$ cat src/rtl/issue_queue_age_select_pkg.sv
// Shared scheduler types for the issue-queue select path.
// Sizes here set the default geometry of every issue queue.
package SchedulerTypes;

    localparam int ISSUE_QUEUE_ENTRY_NUM   = 16;
    localparam int INT_ISSUE_WIDTH         = 2;
    localparam int DISPATCH_WIDTH          = 2;
    localparam int ISSUE_QUEUE_INDEX_WIDTH = $clog2(ISSUE_QUEUE_ENTRY_NUM);

    typedef logic [ISSUE_QUEUE_INDEX_WIDTH-1:0] IssueQueueIndexPath;
    typedef logic [ISSUE_QUEUE_ENTRY_NUM-1:0]   IssueQueueOneHotPath;

endpackage

$ cat src/rtl/issue_queue_age_select_age_rank_count.sv
// Counts how many requesting entries are older than one entry.
// The count saturates at SEL_WIDTH because larger ranks never receive a grant.
module age_rank_count
    import SchedulerTypes::*;
#(
    parameter int ENTRY_NUM = ISSUE_QUEUE_ENTRY_NUM,
    parameter int SEL_WIDTH = INT_ISSUE_WIDTH,
    localparam int CNT_W    = $clog2(SEL_WIDTH + 1)
) (
    input  logic [ENTRY_NUM-1:0] vec,
    output logic [CNT_W-1:0]     cnt
);

    // saturating popcount of the masked request vector
    always_comb begin
        cnt = {CNT_W{1'b0}};
        for (int j = 0; j < ENTRY_NUM; j++) begin
            if (vec[j] && (cnt != CNT_W'(SEL_WIDTH))) begin
                cnt = cnt + CNT_W'(1);
            end else begin
                cnt = cnt;
            end
        end
    end

endmodule

$ cat src/rtl/issue_queue_age_select_chk.sv
// Protocol checks for the dispatch side of the age-select stage.
// Dispatch may only reuse a valid entry when that entry is being flushed in the same cycle.
module issue_queue_age_select_chk
    import SchedulerTypes::*;
#(
    parameter int ENTRY_NUM  = ISSUE_QUEUE_ENTRY_NUM,
    parameter int DISP_WIDTH = DISPATCH_WIDTH
) (
    input logic                 clk,
    input logic                 rst,
    input logic                 dispatch [DISP_WIDTH],
    input IssueQueueIndexPath   dispatchPtr [DISP_WIDTH],
    input logic [ENTRY_NUM-1:0] validR,
    input logic [ENTRY_NUM-1:0] flushNowS
);

    for (genvar s = 0; s < DISP_WIDTH; s++) begin : gSlot
        assert property (@(posedge clk) disable iff (!rst)
            dispatch[s] |-> (!validR[dispatchPtr[s]] || flushNowS[dispatchPtr[s]]));
        for (genvar t = s + 1; t < DISP_WIDTH; t++) begin : gPair
            assert property (@(posedge clk) disable iff (!rst)
                (dispatch[s] && dispatch[t]) |-> (dispatchPtr[s] != dispatchPtr[t]));
        end
    end

endmodule

$ cat src/rtl/issue_queue_age_select.sv
// Oldest-first select stage: age matrix written at dispatch, up to SEL_WIDTH
// registered grants per cycle; granted and flushed entries leave the queue.
module issue_queue_age_select
    import SchedulerTypes::*;
#(
    parameter int ENTRY_NUM  = ISSUE_QUEUE_ENTRY_NUM,
    parameter int SEL_WIDTH  = INT_ISSUE_WIDTH,
    parameter int DISP_WIDTH = DISPATCH_WIDTH
) (
    input  logic                           clk,
    input  logic                           rst,
    input  logic                           stall,
    input  logic                           dispatch [DISP_WIDTH],
    input  IssueQueueIndexPath             dispatchPtr [DISP_WIDTH],
    input  IssueQueueOneHotPath            opReady,
    input  logic                           flush,
    input  IssueQueueOneHotPath            flushMask,
    output logic                           selValid [SEL_WIDTH],
    output IssueQueueIndexPath             selPtr [SEL_WIDTH],
    output IssueQueueOneHotPath            selOneHot,
    output logic [$clog2(ENTRY_NUM+1)-1:0] freeCount
);

    localparam int CNT_W  = $clog2(SEL_WIDTH + 1);
    localparam int FREE_W = $clog2(ENTRY_NUM + 1);

    // olderR[i][j] set means entry j is older than entry i
    logic [ENTRY_NUM-1:0] validR;
    logic [ENTRY_NUM-1:0] olderR [ENTRY_NUM];

    logic [ENTRY_NUM-1:0] flushNowS;
    logic [ENTRY_NUM-1:0] reqS;
    logic [ENTRY_NUM-1:0] grantS;
    logic [CNT_W-1:0]     cntS [ENTRY_NUM];

    logic [ENTRY_NUM-1:0] validNextS;
    logic [ENTRY_NUM-1:0] olderNextS [ENTRY_NUM];
    logic [ENTRY_NUM-1:0] rowS;
    logic [FREE_W-1:0]    freeNextS;
    logic                 selValidNextS [SEL_WIDTH];
    IssueQueueIndexPath   selPtrNextS [SEL_WIDTH];

    // request vector: flush masks an entry before it can be granted
    always_comb begin
        flushNowS = flush ? flushMask : {ENTRY_NUM{1'b0}};
        if (stall) begin
            reqS = {ENTRY_NUM{1'b0}};
        end else begin
            reqS = validR & opReady & ~flushNowS;
        end
    end

    for (genvar i = 0; i < ENTRY_NUM; i++) begin : gRank
        age_rank_count #(
            .ENTRY_NUM (ENTRY_NUM),
            .SEL_WIDTH (SEL_WIDTH)
        ) uRank (
            .vec (reqS & olderR[i]),
            .cnt (cntS[i])
        );
    end

    // grant each entry into the slot equal to its age rank
    always_comb begin
        grantS = {ENTRY_NUM{1'b0}};
        for (int s = 0; s < SEL_WIDTH; s++) begin
            selValidNextS[s] = 1'b0;
            selPtrNextS[s]   = {ISSUE_QUEUE_INDEX_WIDTH{1'b0}};
        end
        for (int i = 0; i < ENTRY_NUM; i++) begin
            if (reqS[i] && (cntS[i] < CNT_W'(SEL_WIDTH))) begin
                grantS[i] = 1'b1;
            end else begin
                grantS[i] = 1'b0;
            end
            for (int s = 0; s < SEL_WIDTH; s++) begin
                if (grantS[i] && (cntS[i] == CNT_W'(s))) begin
                    selValidNextS[s] = 1'b1;
                    selPtrNextS[s]   = IssueQueueIndexPath'(i);
                end else begin
                    selValidNextS[s] = selValidNextS[s];
                end
            end
        end
    end

    // next validity and age matrix; later dispatch slots are younger than earlier ones
    always_comb begin
        validNextS = validR & ~grantS & ~flushNowS;
        for (int i = 0; i < ENTRY_NUM; i++) begin
            olderNextS[i] = olderR[i];
        end
        for (int s = 0; s < DISP_WIDTH; s++) begin
            rowS = validR & ~grantS & ~flushNowS;
            for (int t = 0; t < s; t++) begin
                if (dispatch[t]) begin
                    rowS[dispatchPtr[t]] = 1'b1;
                end else begin
                    rowS = rowS;
                end
            end
            if (dispatch[s]) begin
                validNextS[dispatchPtr[s]] = 1'b1;
                olderNextS[dispatchPtr[s]] = rowS;
                for (int j = 0; j < ENTRY_NUM; j++) begin
                    olderNextS[j][dispatchPtr[s]] = 1'b0;
                end
            end else begin
                validNextS = validNextS;
            end
        end
    end

    // free entries after this cycle's dispatch, grant and flush
    always_comb begin
        freeNextS = {FREE_W{1'b0}};
        for (int i = 0; i < ENTRY_NUM; i++) begin
            if (!validNextS[i]) begin
                freeNextS = freeNextS + FREE_W'(1);
            end else begin
                freeNextS = freeNextS;
            end
        end
    end

    // state update; grant outputs freeze while stalled
    always_ff @(posedge clk) begin
        if (!rst) begin
            validR    <= {ENTRY_NUM{1'b0}};
            selOneHot <= {ENTRY_NUM{1'b0}};
            freeCount <= FREE_W'(ENTRY_NUM);
            for (int i = 0; i < ENTRY_NUM; i++) begin
                olderR[i] <= {ENTRY_NUM{1'b0}};
            end
            for (int s = 0; s < SEL_WIDTH; s++) begin
                selValid[s] <= 1'b0;
                selPtr[s]   <= {ISSUE_QUEUE_INDEX_WIDTH{1'b0}};
            end
        end else begin
            validR    <= validNextS;
            freeCount <= freeNextS;
            for (int i = 0; i < ENTRY_NUM; i++) begin
                olderR[i] <= olderNextS[i];
            end
            if (!stall) begin
                selOneHot <= grantS;
                for (int s = 0; s < SEL_WIDTH; s++) begin
                    selValid[s] <= selValidNextS[s];
                    selPtr[s]   <= selPtrNextS[s];
                end
            end else begin
                selOneHot <= selOneHot;
            end
        end
    end

    issue_queue_age_select_chk #(
        .ENTRY_NUM  (ENTRY_NUM),
        .DISP_WIDTH (DISP_WIDTH)
    ) uChk (
        .clk         (clk),
        .rst         (rst),
        .dispatch    (dispatch),
        .dispatchPtr (dispatchPtr),
        .validR      (validR),
        .flushNowS   (flushNowS)
    );

endmodule
$ cat config.mk
export PLATFORM = sky130hd
export DESIGN_NAME = issue_queue_age_select
export DESIGN_NICKNAME = d
export VERILOG_FILES = /design/src/rtl/issue_queue_age_select_pkg.sv /design/src/rtl/issue_queue_age_select_age_rank_count.sv /design/src/rtl/issue_queue_age_select_chk.sv /design/src/rtl/issue_queue_age_select.sv
export SDC_FILE = /design/constraint.sdc
export NUM_CORES = 1
export LEC_CHECK = 0
export CELL_PAD_IN_SITES_DETAIL_PLACEMENT = 0
export CELL_PAD_IN_SITES_GLOBAL_PLACEMENT = 2
export CORE_UTILIZATION = 39
export DETAILED_ROUTE_END_ITERATION = 12
export DONT_BUFFER_PORTS = 1
export HOLD_SLACK_MARGIN = 0.03
export PLACE_DENSITY_LB_ADDON = 0.1
export SLEW_MARGIN = 20
export SYNTH_ARGS = -nofsm -noshare
export SYNTH_HDL_FRONTEND = slang
export SYNTH_SLANG_ARGS = --single-unit
$ cat constraint.sdc
create_clock -name clk -period 38.3 [get_ports clk]
set_clock_uncertainty 0.05 [all_clocks]
set_input_delay 9.575 -clock clk [delete_from_list [all_inputs] [get_ports clk]]
set_output_delay 9.575 -clock clk [all_outputs]
set_load 0.005 [all_outputs]
==> impl_metrics.tcl, run 1 <==
set metrics [dict create \
    status "finished clean" \
    dp.final_hpwl_mm 120 \
    grt.overflow.total 0 \
    wirelength_mm 168 \
    grt_pass1_vias 31500 \
    worst_setup_path_end_kind "register" \
    cp.arrival_ps 33210 \
    grt_pass1_wl_mm 234 \
    yosysWarnings 0 \
    cts_inserted_buffers 41 \
    drive_above_1_share_pct 9.38 \
    initial_core_util_pct 39.3 \
    clkLatencyLatePin_ps 610 \
    start_kind "input port" \
    drcViolationCount 0 \
    clock-sinks 303 \
    synth-xor-area-share_pct 9.63 \
    grtUsageTotal_pct 41.4 \
    die_w_um 281 \
    yosys.area.top_type "dfxtp_1" \
    seq_area_sq_um 6070 \
    vias_per_cell 6.78 \
    fillers 7985 \
    synth_edf_count 0 \
    crit_type "input port to register" \
    cts_max_level 2 \
    ir_drop_mv 0.136 \
    detailedRoute.firstPassIterationCount 6 \
    synth_ff_type "dfxtp_1" \
    min_path_type "register to register" \
    area_growth_pct 9.08 \
    ioPinCount 77 \
    dieArea_sq_um 79100 \
    synthMuxAreaShare_pct 2.70 \
    avgSynthCellArea_sq_um 7.55 \
    cp.required_ps 38710 \
    slew-limit-headroom_pct 15.0 \
    synth_area_sq_um 30400 \
    synthSimpleGateAreaFrac_pct 27.3 \
    place_inst 4934 \
    die_y_um 281 \
    ctsLongestPathBuffers 3 \
    core_area_sq_um 77300 \
    antenna_left 0 \
    synth.distinct_cells 122 \
    path_clk_slew_ps 60 \
    antenna_found_initial 15 \
    rows 102 \
    cellPowerDensity_nw_per_um2 38.4 \
    rsz0062_at_grt "no" \
    synth_adder_area_share_pct 9.73 \
    synth_compound_area_share_pct 25.0 \
    crit_family "simple AND/OR/NAND/NOR gates" \
    worst_pin_slew_ps 1270 \
    cap_violations 0 \
    crit_slowest_cell "a21boi_2" \
    async_reset_ff_share_pct 0 \
    drt_iter0_drc 4303 \
    cts_tree "yes" \
    synth_top_family_by_area "simple AND/OR/NAND/NOR gates" \
    setup_viol 0 \
    fmax_ghz 0.0305 \
    ys_ff_latch 303 \
    yosys-top-cells-area "dfxtp_1 20%, ha_1 9.7%, a221oi_1 4.8%" \
    avgRoutedWirePerCell_um 33.5 \
    cp_common_cell "ha_1" \
    cts_root_buf "clkbuf_16" \
    post_cts_buffers 0 \
    syn_inst 4026 \
    tns_ps 0 \
    layout.nets 4218 \
    finalCritPeriodShare_pct 85.6 \
    most-common-layout-cells "391 x nand2_1, 356 x nor2_1, 303 x dfxtp_1" \
    leakagePower_nw 13.2 \
    numPortBuffers 0 \
    yosysTopAreaCellShare_pct 19.9 \
    place_congestion 0.973 \
    crit_fanout 28 \
    vias 34000 \
    cts.repair.resized 0 \
    layout_min_cycle_time_ps 32800 \
    layout_commonest_cell "nand2_1" \
    final-instance-count-excl-fill 5014 \
    grt_max_degree 224 \
    crit_buf_inv 6 \
    hold_violations 0 \
    synth_seq_area_share_pct 19.9 \
    cts_hold_buf 0 \
    syn-num-nets 4307 \
    cpPeakStageDelay_ps 890 \
    final-max-slew-violation-count 0 \
    multi_input_area_sq_um 22800 \
]
[layout make-up]
type | instances | area share (%)
antenna | 6 | 0.0453
clock buffer | 59 | 3.54
clock inverter | 15 | 0.558
inverter | 172 | 1.95
multi-input combinational | 3294 | 68.9
sequential | 303 | 18.3
tap | 1040 | 3.92
timing repair buffer | 125 | 2.83
[power breakdown]
group          internal (mW)  switching (mW)  leakage [nW]  total, mW
combinational          0.215           0.318          10.1      0.534
clock                  0.234           0.175         0.664      0.409
sequential             0.325         0.00640          2.45      0.331
[through the flow]
stage	cell area (sq um)	util, %	hold WS [ps]	power, mW	setup slack [ps]
after floorplan	30400	-	355	0.745	8300
after global placement	31800	41.1	369	0.848	6200
after detailed placement	31800	41.1	372	0.860	5550
after CTS	33200	42.9	379	1.26	6090
after global routing	33200	42.9	404	1.34	4200
final	33200	42.9	384	1.27	5500
[cells by family (layout without fill, tap and decap cells)]
group | Yosys count | count (layout)
AOI/OAI and AO/OA | 1111 | 1111
xor gates and xnor gates | 267 | 267
adders and majority gates | 237 | 237
buffers and inverters | 429 | 371
DFF | 303 | 303
muxes | 79 | 79
other | 0 | 6
and+or+nand+nor | 1600 | 1600
[cells in the mapped netlist (73+ instances only)]
library cell and n:
o22ai_1 81, inv_1 168, nand3_1 132, xnor2_1 153
o21ai_0 212, clkbuf_1 209, a211oi_1 80, dfxtp_1 303
a221oi_1 168, ha_1 235, nand4b_1 73, a21oi_1 234
nor2_1 376, nor3_1 165, nand2_1 392
[worst paths after layout]
check	end	cells after the start	start	slack (ps)
setup / recovery	freeCount[3]	99	flush	5500
hold / removal	olderR[0][102]	2	olderR[0][102]	380
setup reg to reg	freeCount[3]	104	validR[1]	14210
hold reg to reg	olderR[0][102]	2	olderR[0][102]	380
[flip-flops by register name (all words and copies together), names as in the netlist]
name,cells
olderR,256
selOneHot,16
selValid,2
freeCount,5
validR,16
selPtr,8
[worst reg2reg max path, delay by kind of cell, from the launching register on]
family          cells  cell delay (ps)
compound gates     28             5870
buf+inv             7              740
mux                 1              310
simple gates       38             9020
fa+ha+maj          19             4250
xor+xnor           11             3380
flops               1              340
[per-layer routing]
layer / up-vias / wire (um) / GRT usage (%)
met4: 2 / 9270 / 20.5
met2: 2124 / 71000 / 62.6
met3: 438 / 20400 / 11.3
li1: 14800 / - / -
met1: 16700 / 67300 / 53.8
met5: - / 23 / 0
(Power assumes the default switching activity.)
==> run 2: changes to the inputs <==
--- a/config.mk
+++ b/config.mk
@@ -8,6 +8,7 @@
 export CELL_PAD_IN_SITES_DETAIL_PLACEMENT = 0
 export CELL_PAD_IN_SITES_GLOBAL_PLACEMENT = 2
 export CORE_UTILIZATION = 39
+export CTS_CLUSTER_SIZE = 24
 export DETAILED_ROUTE_END_ITERATION = 12
 export DONT_BUFFER_PORTS = 1
 export HOLD_SLACK_MARGIN = 0.03
==> results of run 2 <==
The final DEF is identical to that of run 1; final timing and power are the same.
